### src/rtl/rv32i_pkg.sv
// Shared RV32I definitions: instruction formats, opcodes, immediate ranges and
// the field packer used by the instruction encoder.
package rv32i_pkg;

  typedef enum logic [1:0] {
    FMT_R = 2'd0,
    FMT_I = 2'd1,
    FMT_S = 2'd2,
    FMT_B = 2'd3
  } fmt_e;

  typedef enum logic {
    ST_EMPTY = 1'b0,
    ST_FULL  = 1'b1
  } enc_state_e;

  localparam logic [6:0] OP_R = 7'b0110011;
  localparam logic [6:0] OP_I = 7'b0010011;
  localparam logic [6:0] OP_L = 7'b0000011;
  localparam logic [6:0] OP_S = 7'b0100011;
  localparam logic [6:0] OP_B = 7'b1100011;

  localparam int IMM12_MIN = -2048;
  localparam int IMM12_MAX = 2047;
  localparam int IMM13_MIN = -4096;
  localparam int IMM13_MAX = 4094;

  // Only imm[12:0] can reach the word; higher bits are dropped by truncation.
  function automatic logic [31:0] pack_instr(
    input fmt_e        fmt,
    input logic [6:0]  opcode,
    input logic [4:0]  rd,
    input logic [4:0]  rs1,
    input logic [4:0]  rs2,
    input logic [2:0]  funct3,
    input logic [6:0]  funct7,
    input logic [12:0] imm
  );
    logic [31:0] word;
    case (fmt)
      FMT_R:   word = {funct7, rs2, rs1, funct3, rd, opcode};
      FMT_I:   word = {imm[11:0], rs1, funct3, rd, opcode};
      FMT_S:   word = {imm[11:5], rs2, rs1, funct3, imm[4:0], opcode};
      default: word = {imm[12], imm[10:5], rs2, rs1, funct3, imm[4:1], imm[11], opcode};
    endcase
    return word;
  endfunction

endpackage

### src/rtl/imm_range_chk.sv
// Combinational immediate range check: flags immediates that do not fit the
// encodable field of the given format (B also requires an even offset).
module imm_range_chk
  import rv32i_pkg::*;
#(
  parameter int W = 32
) (
  input  fmt_e         fmt,
  input  logic [W-1:0] imm,
  output logic         err
);

  logic signed [W-1:0] w_imm;
  assign w_imm = $signed(imm);

  always_comb begin
    err = 1'b0;
    case (fmt)
      FMT_I, FMT_S: err = (w_imm < IMM12_MIN) || (w_imm > IMM12_MAX);
      FMT_B:        err = (w_imm < IMM13_MIN) || (w_imm > IMM13_MAX) || imm[0];
      default:      err = 1'b0;
    endcase
  end

endmodule

### src/rtl/instr_encoder.sv
// Pipelined RV32I encoder: packs field sets into R/I/S/B words with sequential
// addresses behind a single output register. Define IMM_CHECK_EN to enable out_err.
module instr_encoder
  import rv32i_pkg::*;
#(
  parameter int                INSTRUCTION = 32,
  parameter int                ADDR_W      = 32,
  parameter logic [ADDR_W-1:0] BASE_ADDR   = '0
) (
  input  logic                   clk,
  input  logic                   reset,
  input  logic                   in_valid,
  output logic                   in_ready,
  input  logic [1:0]             fmt,
  input  logic [6:0]             opcode,
  input  logic [4:0]             rd,
  input  logic [4:0]             rs1,
  input  logic [4:0]             rs2,
  input  logic [2:0]             funct3,
  input  logic [6:0]             funct7,
  input  logic [INSTRUCTION-1:0] imm,
  input  logic                   addr_clr,
  output logic                   out_valid,
  input  logic                   out_ready,
  output logic [INSTRUCTION-1:0] out_instr,
  output logic [ADDR_W-1:0]      out_addr,
  output logic                   out_err,
  output enc_state_e             dbg_state
);

  // Handshake: a field set is captured when in_valid && in_ready; a word leaves
  // when out_valid && out_ready. in_ready = !out_valid || out_ready, so a held
  // word that is leaving this cycle can be replaced in the same edge.

  enc_state_e             r_state;
  enc_state_e             w_state_nxt;
  logic                   w_capture;
  logic                   w_transfer;
  fmt_e                   w_fmt;
  logic [31:0]            w_packed;
  logic [ADDR_W-1:0]      w_base;
  logic [INSTRUCTION-1:0] r_instr;
  logic [ADDR_W-1:0]      r_addr;
  logic [ADDR_W-1:0]      r_next_addr;

  assign w_fmt      = fmt_e'(fmt);
  assign w_capture  = in_valid && in_ready;
  assign w_transfer = out_valid && out_ready;
  assign w_base     = addr_clr ? BASE_ADDR : r_next_addr;
  assign w_packed   = pack_instr(w_fmt, opcode, rd, rs1, rs2, funct3, funct7, imm[12:0]);

  always_ff @(posedge clk) begin
    if (reset) r_state <= ST_EMPTY;
    else       r_state <= w_state_nxt;
  end

  always_comb begin
    w_state_nxt = r_state;
    case (r_state)
      ST_EMPTY: if (w_capture)                w_state_nxt = ST_FULL;
      ST_FULL:  if (w_transfer && !w_capture) w_state_nxt = ST_EMPTY;
      default:  w_state_nxt = ST_EMPTY;
    endcase
  end

  always_comb begin
    out_valid = (r_state == ST_FULL);
    in_ready  = !out_valid || out_ready;
    dbg_state = r_state;
  end

  // addr_clr only redirects the counter; a word already held keeps its address.
  always_ff @(posedge clk) begin
    if (reset) begin
      r_instr     <= '0;
      r_addr      <= BASE_ADDR;
      r_next_addr <= BASE_ADDR;
    end else if (w_capture) begin
      r_instr     <= INSTRUCTION'(w_packed);
      r_addr      <= w_base;
      r_next_addr <= w_base + ADDR_W'(4);
    end else if (addr_clr) begin
      r_next_addr <= BASE_ADDR;
    end
  end

  assign out_instr = r_instr;
  assign out_addr  = r_addr;

`ifdef IMM_CHECK_EN
  logic w_err;
  logic r_err;

  imm_range_chk #(.W(INSTRUCTION)) u_imm_range_chk (
    .fmt (w_fmt),
    .imm (imm),
    .err (w_err)
  );

  always_ff @(posedge clk) begin
    if (reset)          r_err <= 1'b0;
    else if (w_capture) r_err <= w_err;
  end

  assign out_err = r_err;
`else
  logic w_unused_imm;
  assign w_unused_imm = ^imm[INSTRUCTION-1:13];
  assign out_err      = 1'b0;
`endif

endmodule
### config.mk
export PLATFORM = sky130hd
export DESIGN_NAME = instr_encoder
export DESIGN_NICKNAME = d
export VERILOG_FILES = /design/src/rtl/rv32i_pkg.sv /design/src/rtl/imm_range_chk.sv /design/src/rtl/instr_encoder.sv
export SDC_FILE = /design/constraint.sdc
export NUM_CORES = 1
export LEC_CHECK = 0
export ABC_AREA = 1
export ABC_CLOCK_PERIOD_IN_PS = 2200
export BUFFER_PORTS_ARGS = -buffer_cell sky130_fd_sc_hd__buf_2
export CAP_MARGIN = 20
export CORE_UTILIZATION = 30
export DETAILED_ROUTE_END_ITERATION = 12
export PLACE_DENSITY = 0.56
export SETUP_SLACK_MARGIN = 0.3
export SLEW_MARGIN = 5
export SYNTH_ARGS = -nofsm -noshare
export SYNTH_HDL_FRONTEND = slang
export SYNTH_HIERARCHICAL = 1
export SYNTH_SLANG_ARGS = --single-unit
export TNS_END_PERCENT = 30
### constraint.sdc
create_clock -name clk -period 2.2 [get_ports clk]
set_input_delay 0.33 -clock clk [delete_from_list [all_inputs] [get_ports clk]]
set_output_delay 0.33 -clock clk [all_outputs]
set_load 0.01 [all_outputs]
==> flow_summary_export.csv <==
group,metric,value,unit
hold_path,min_path_type,"primary input to flop",
critical_path,worstPathArrival,1940,ps
critical_path,cp-start-kind,"flop",
critical_path,cpMostUsedCell,"nand2_1",
synth,yosys-top-cells-area,"dfxtp_1 47%, o21ai_0 9.2%, nor2_1 8.5%",
synth,synth_cell_types,31,
clock_network,clk_pin_slew,60,ps
critical_path,end_kind,"flop",
synth,synth_edf_count,0,
synth,synth_area,4156,um2
cells_and_area,seqCellArea,1942,um2
cells_and_area,diodes,0,
floorplan,io_pins,139,
sta,clock-skew-final,5.708,ps
critical_path,cp_top_family,"simple AND/OR/NAND/NOR gates",
detailed_routing,antenna_left,0,
sta,tns,0,ps
clock_network,cts-hold-fix-buffers,0,
critical_path,path_max_fanout,7,
critical_path,critPathKind,"flop to flop",
grt,grt_pass1_wl,17.37,mm
critical_path,worst-path-buf-inv,2,
synth,ys.flop_type,"dfxtp_1",
detailed_routing,vias,3996,
cells_and_area,final_cell_area,5238,um2
cells_and_area,multiInputGateArea,1877,um2
detailed_routing,drt-initial-drc-count,150,
power_and_ir_drop,p_int,3001,uW
floorplan,rows,42,
synth,syn_avg_cell_area,7.166,um2
power_and_ir_drop,p_leak,0.002329,uW
clock_network,numCtsBuffers,9,
power_and_ir_drop,switchingPower,945.9,uW
cells_and_area,nNetsFinal,759,
clock_network,clk_latency,340,ps
detailed_routing,drc,0,
synth,yosysMostFrequentCell,"dfxtp_1",
sta,slew_viol_final,0,
synth,synth_top_cell_by_area,"dfxtp_1",
critical_path,slowest_delay,330,ps
floorplan,die_area,14330,um2
grt,first_global_vias,3700,
detailed_routing,wl,10.42,mm
sta,hold_violations,0,
detailed_routing,avgRoutedWirePerCell,12.00,um
sta,rsz0062_at_grt,"false",
grt,grt_use_total,15.20,%
power_and_ir_drop,p_seq_share,47.6,%
synth,synth_seq_area_share,46.72,%
sta,setup_viol,0,
clock_network,h-tree-depth,3,
floorplan,initial_utilization,31.02,%
floorplan,coreArea,13400,um2
placement,gp_congestion,0.7946,
synth,ys_ff_latch,97,
cells_and_area,drive_gt1_share,23.99,%
critical_path,crit_slowest_cell,"dfxtp_1",
floorplan,die_w,119.7,um
power_and_ir_drop,ir_drop,347.3,uV
clock_network,cts_tree,"yes",
critical_path,crit_chain,"nand2_1 > inv_1 > ha_1 > inv_1 > nor2_2 > nand3b_4 > nor2_2 > nand2_1 > nand2_1 > nand2_1 > nor2_1",
grt,grt_max_degree,78,
cells_and_area,fillers,1412,
clock_network,clk_path_buf_depth,2,
detailed_routing,first_pass_iters,4,
power_and_ir_drop,pwr-share-comb,10.7,%
synth,async_flop_share,0,%
power_and_ir_drop,swShare,23.96,%
sta,period_minus_slack,1657,ps
power_and_ir_drop,power_density,753.7,nW/um2
detailed_routing,vias_per_cell,4.604,
synth,synth_cells,580,
cells_and_area,syn_to_final_growth,26.01,%
sta,max_freq,0.6033,GHz
clock_network,cts-root-buf,"clkbuf_16",
placement,portBuffers,118,
synth,ys.warnings.count,6,
outcome,status,"finished, final reports clean",
floorplan,die_h,119.7,um
power_and_ir_drop,p_clk_share,41.7,%
clock_network,cts_sinks,97,
synth,synth_common_cells,"97 x dfxtp_1, 94 x nor2_1, 87 x nand2_1, 76 x o21ai_0, 69 x a21oi_1",
run,maxCapViolations,0,
sta,period_share,75.34,%
synth,netlist.area_leader.share,46.72,%
placement,place_area,4921,um2
placement,dp_hpwl,7.504,mm
critical_path,critPathRequiredTime,2480,ps
grt,grt_overflow_total,0,
grt,antenna_found_initial,0,
synth,syn-num-nets,652,
-- sequential cells by signal (all words and copies together), names as in the netlist --
signal,flops
out_instr,32
r_next_addr,32
dbg_state,1
out_addr,32
-- final cells by class --
class,instances,share of cell area [%]
clock buffers,10,4.372
clock inverters,6,1.577
inverters,52,3.751
multi-input cells,399,35.83
flip-flops and latches,97,37.08
well taps,176,4.204
repair buffers,128,13.19
-- power by group through the flow --
stage | Clock (uW) | Combinational, uW | Sequential (uW)
global placement | 0 | 420 | 1920
floorplan | 0 | 194 | 1960
detailed placement | 0 | 425 | 1920
finish | 1650 | 421 | 1880
CTS | 1710 | 427 | 1880
global route | 1780 | 470 | 1890
-- worst min-delay path, delay by kind of cell --
family | cells | cell delay, ps
and+or+nand+nor | 1 | 50
buffers and inverters | 1 | 100
AOI/OAI and AO/OA | 1 | 50
-- stage by stage --
step / std cells / hold WS [ps] / utilization [%] / setup WS (ps) / total power, uW
after floorplan: 580 / 399.1 / - / 361.1 / 2155
after global placement: 852 / 437.1 / 36.72 / 336.6 / 2338
after detailed placement: 852 / 450.5 / 36.72 / 309.9 / 2345
after CTS: 868 / 212.7 / 39.05 / 507.1 / 4018
after global routing: 868 / 233.8 / 39.09 / 334.0 / 4142
final: 868 / 227.2 / 39.09 / 542.6 / 3947
-- final timing paths --
path | from | endpoint | slack (ps) | cells past startpoint
max | r_next_addr[2] | r_next_addr[24] | 540 | 11
min | funct7[5] | out_instr[30] | 230 | 3
max reg2reg | r_next_addr[2] | r_next_addr[24] | 540 | 11
min reg2reg | r_next_addr[0] | r_next_addr[0] | 460 | 2
-- cell families (layout without fill, tap and decap cells) --
group,count (synthesis),after routing,synth area share (%)
buffers and inverters,84,196,8.248
AO/OA/AOI/OAI,158,158,19.54
adder cells (fa/ha/maj),1,1,0.3010
flip-flops,97,97,46.72
other,1,1,0.09022
AND/OR/NAND/NOR,239,239,25.11
-- timing repair --
item                       in CTS  in global routing
setup endpoints to repair       0                  1
buffers inserted                0                  0
gates resized for setup         0                  1
-- per-layer routing --
layer	track usage, %	share of wire, %	vias up	routed length, um
met2	24.75	46	85	4806
li1	-	-	2119	-
met3	3.042	3.9	16	411
met4	7.344	2.2	0	230
met1	19.15	48	1776	4967
met5	0	0	-	0
-- cells in the final DEF (no fill, tap or decap), types with 3 or more instances in the layout --
cell	n
clkbuf_16	9
nand3_1	25
nand2_1	87
nor2_2	8
o21ai_0	76
nor2_1	94
a21oi_1	69
clkinv_2	4
buf_2	118
inv_1	49
nand2_2	4
dfxtp_1	97
buf_4	8
nand4_1	7
nor2_4	3
a31oi_1	5
nor3_1	4
Note: power is estimated with default switching activity, not from simulation.
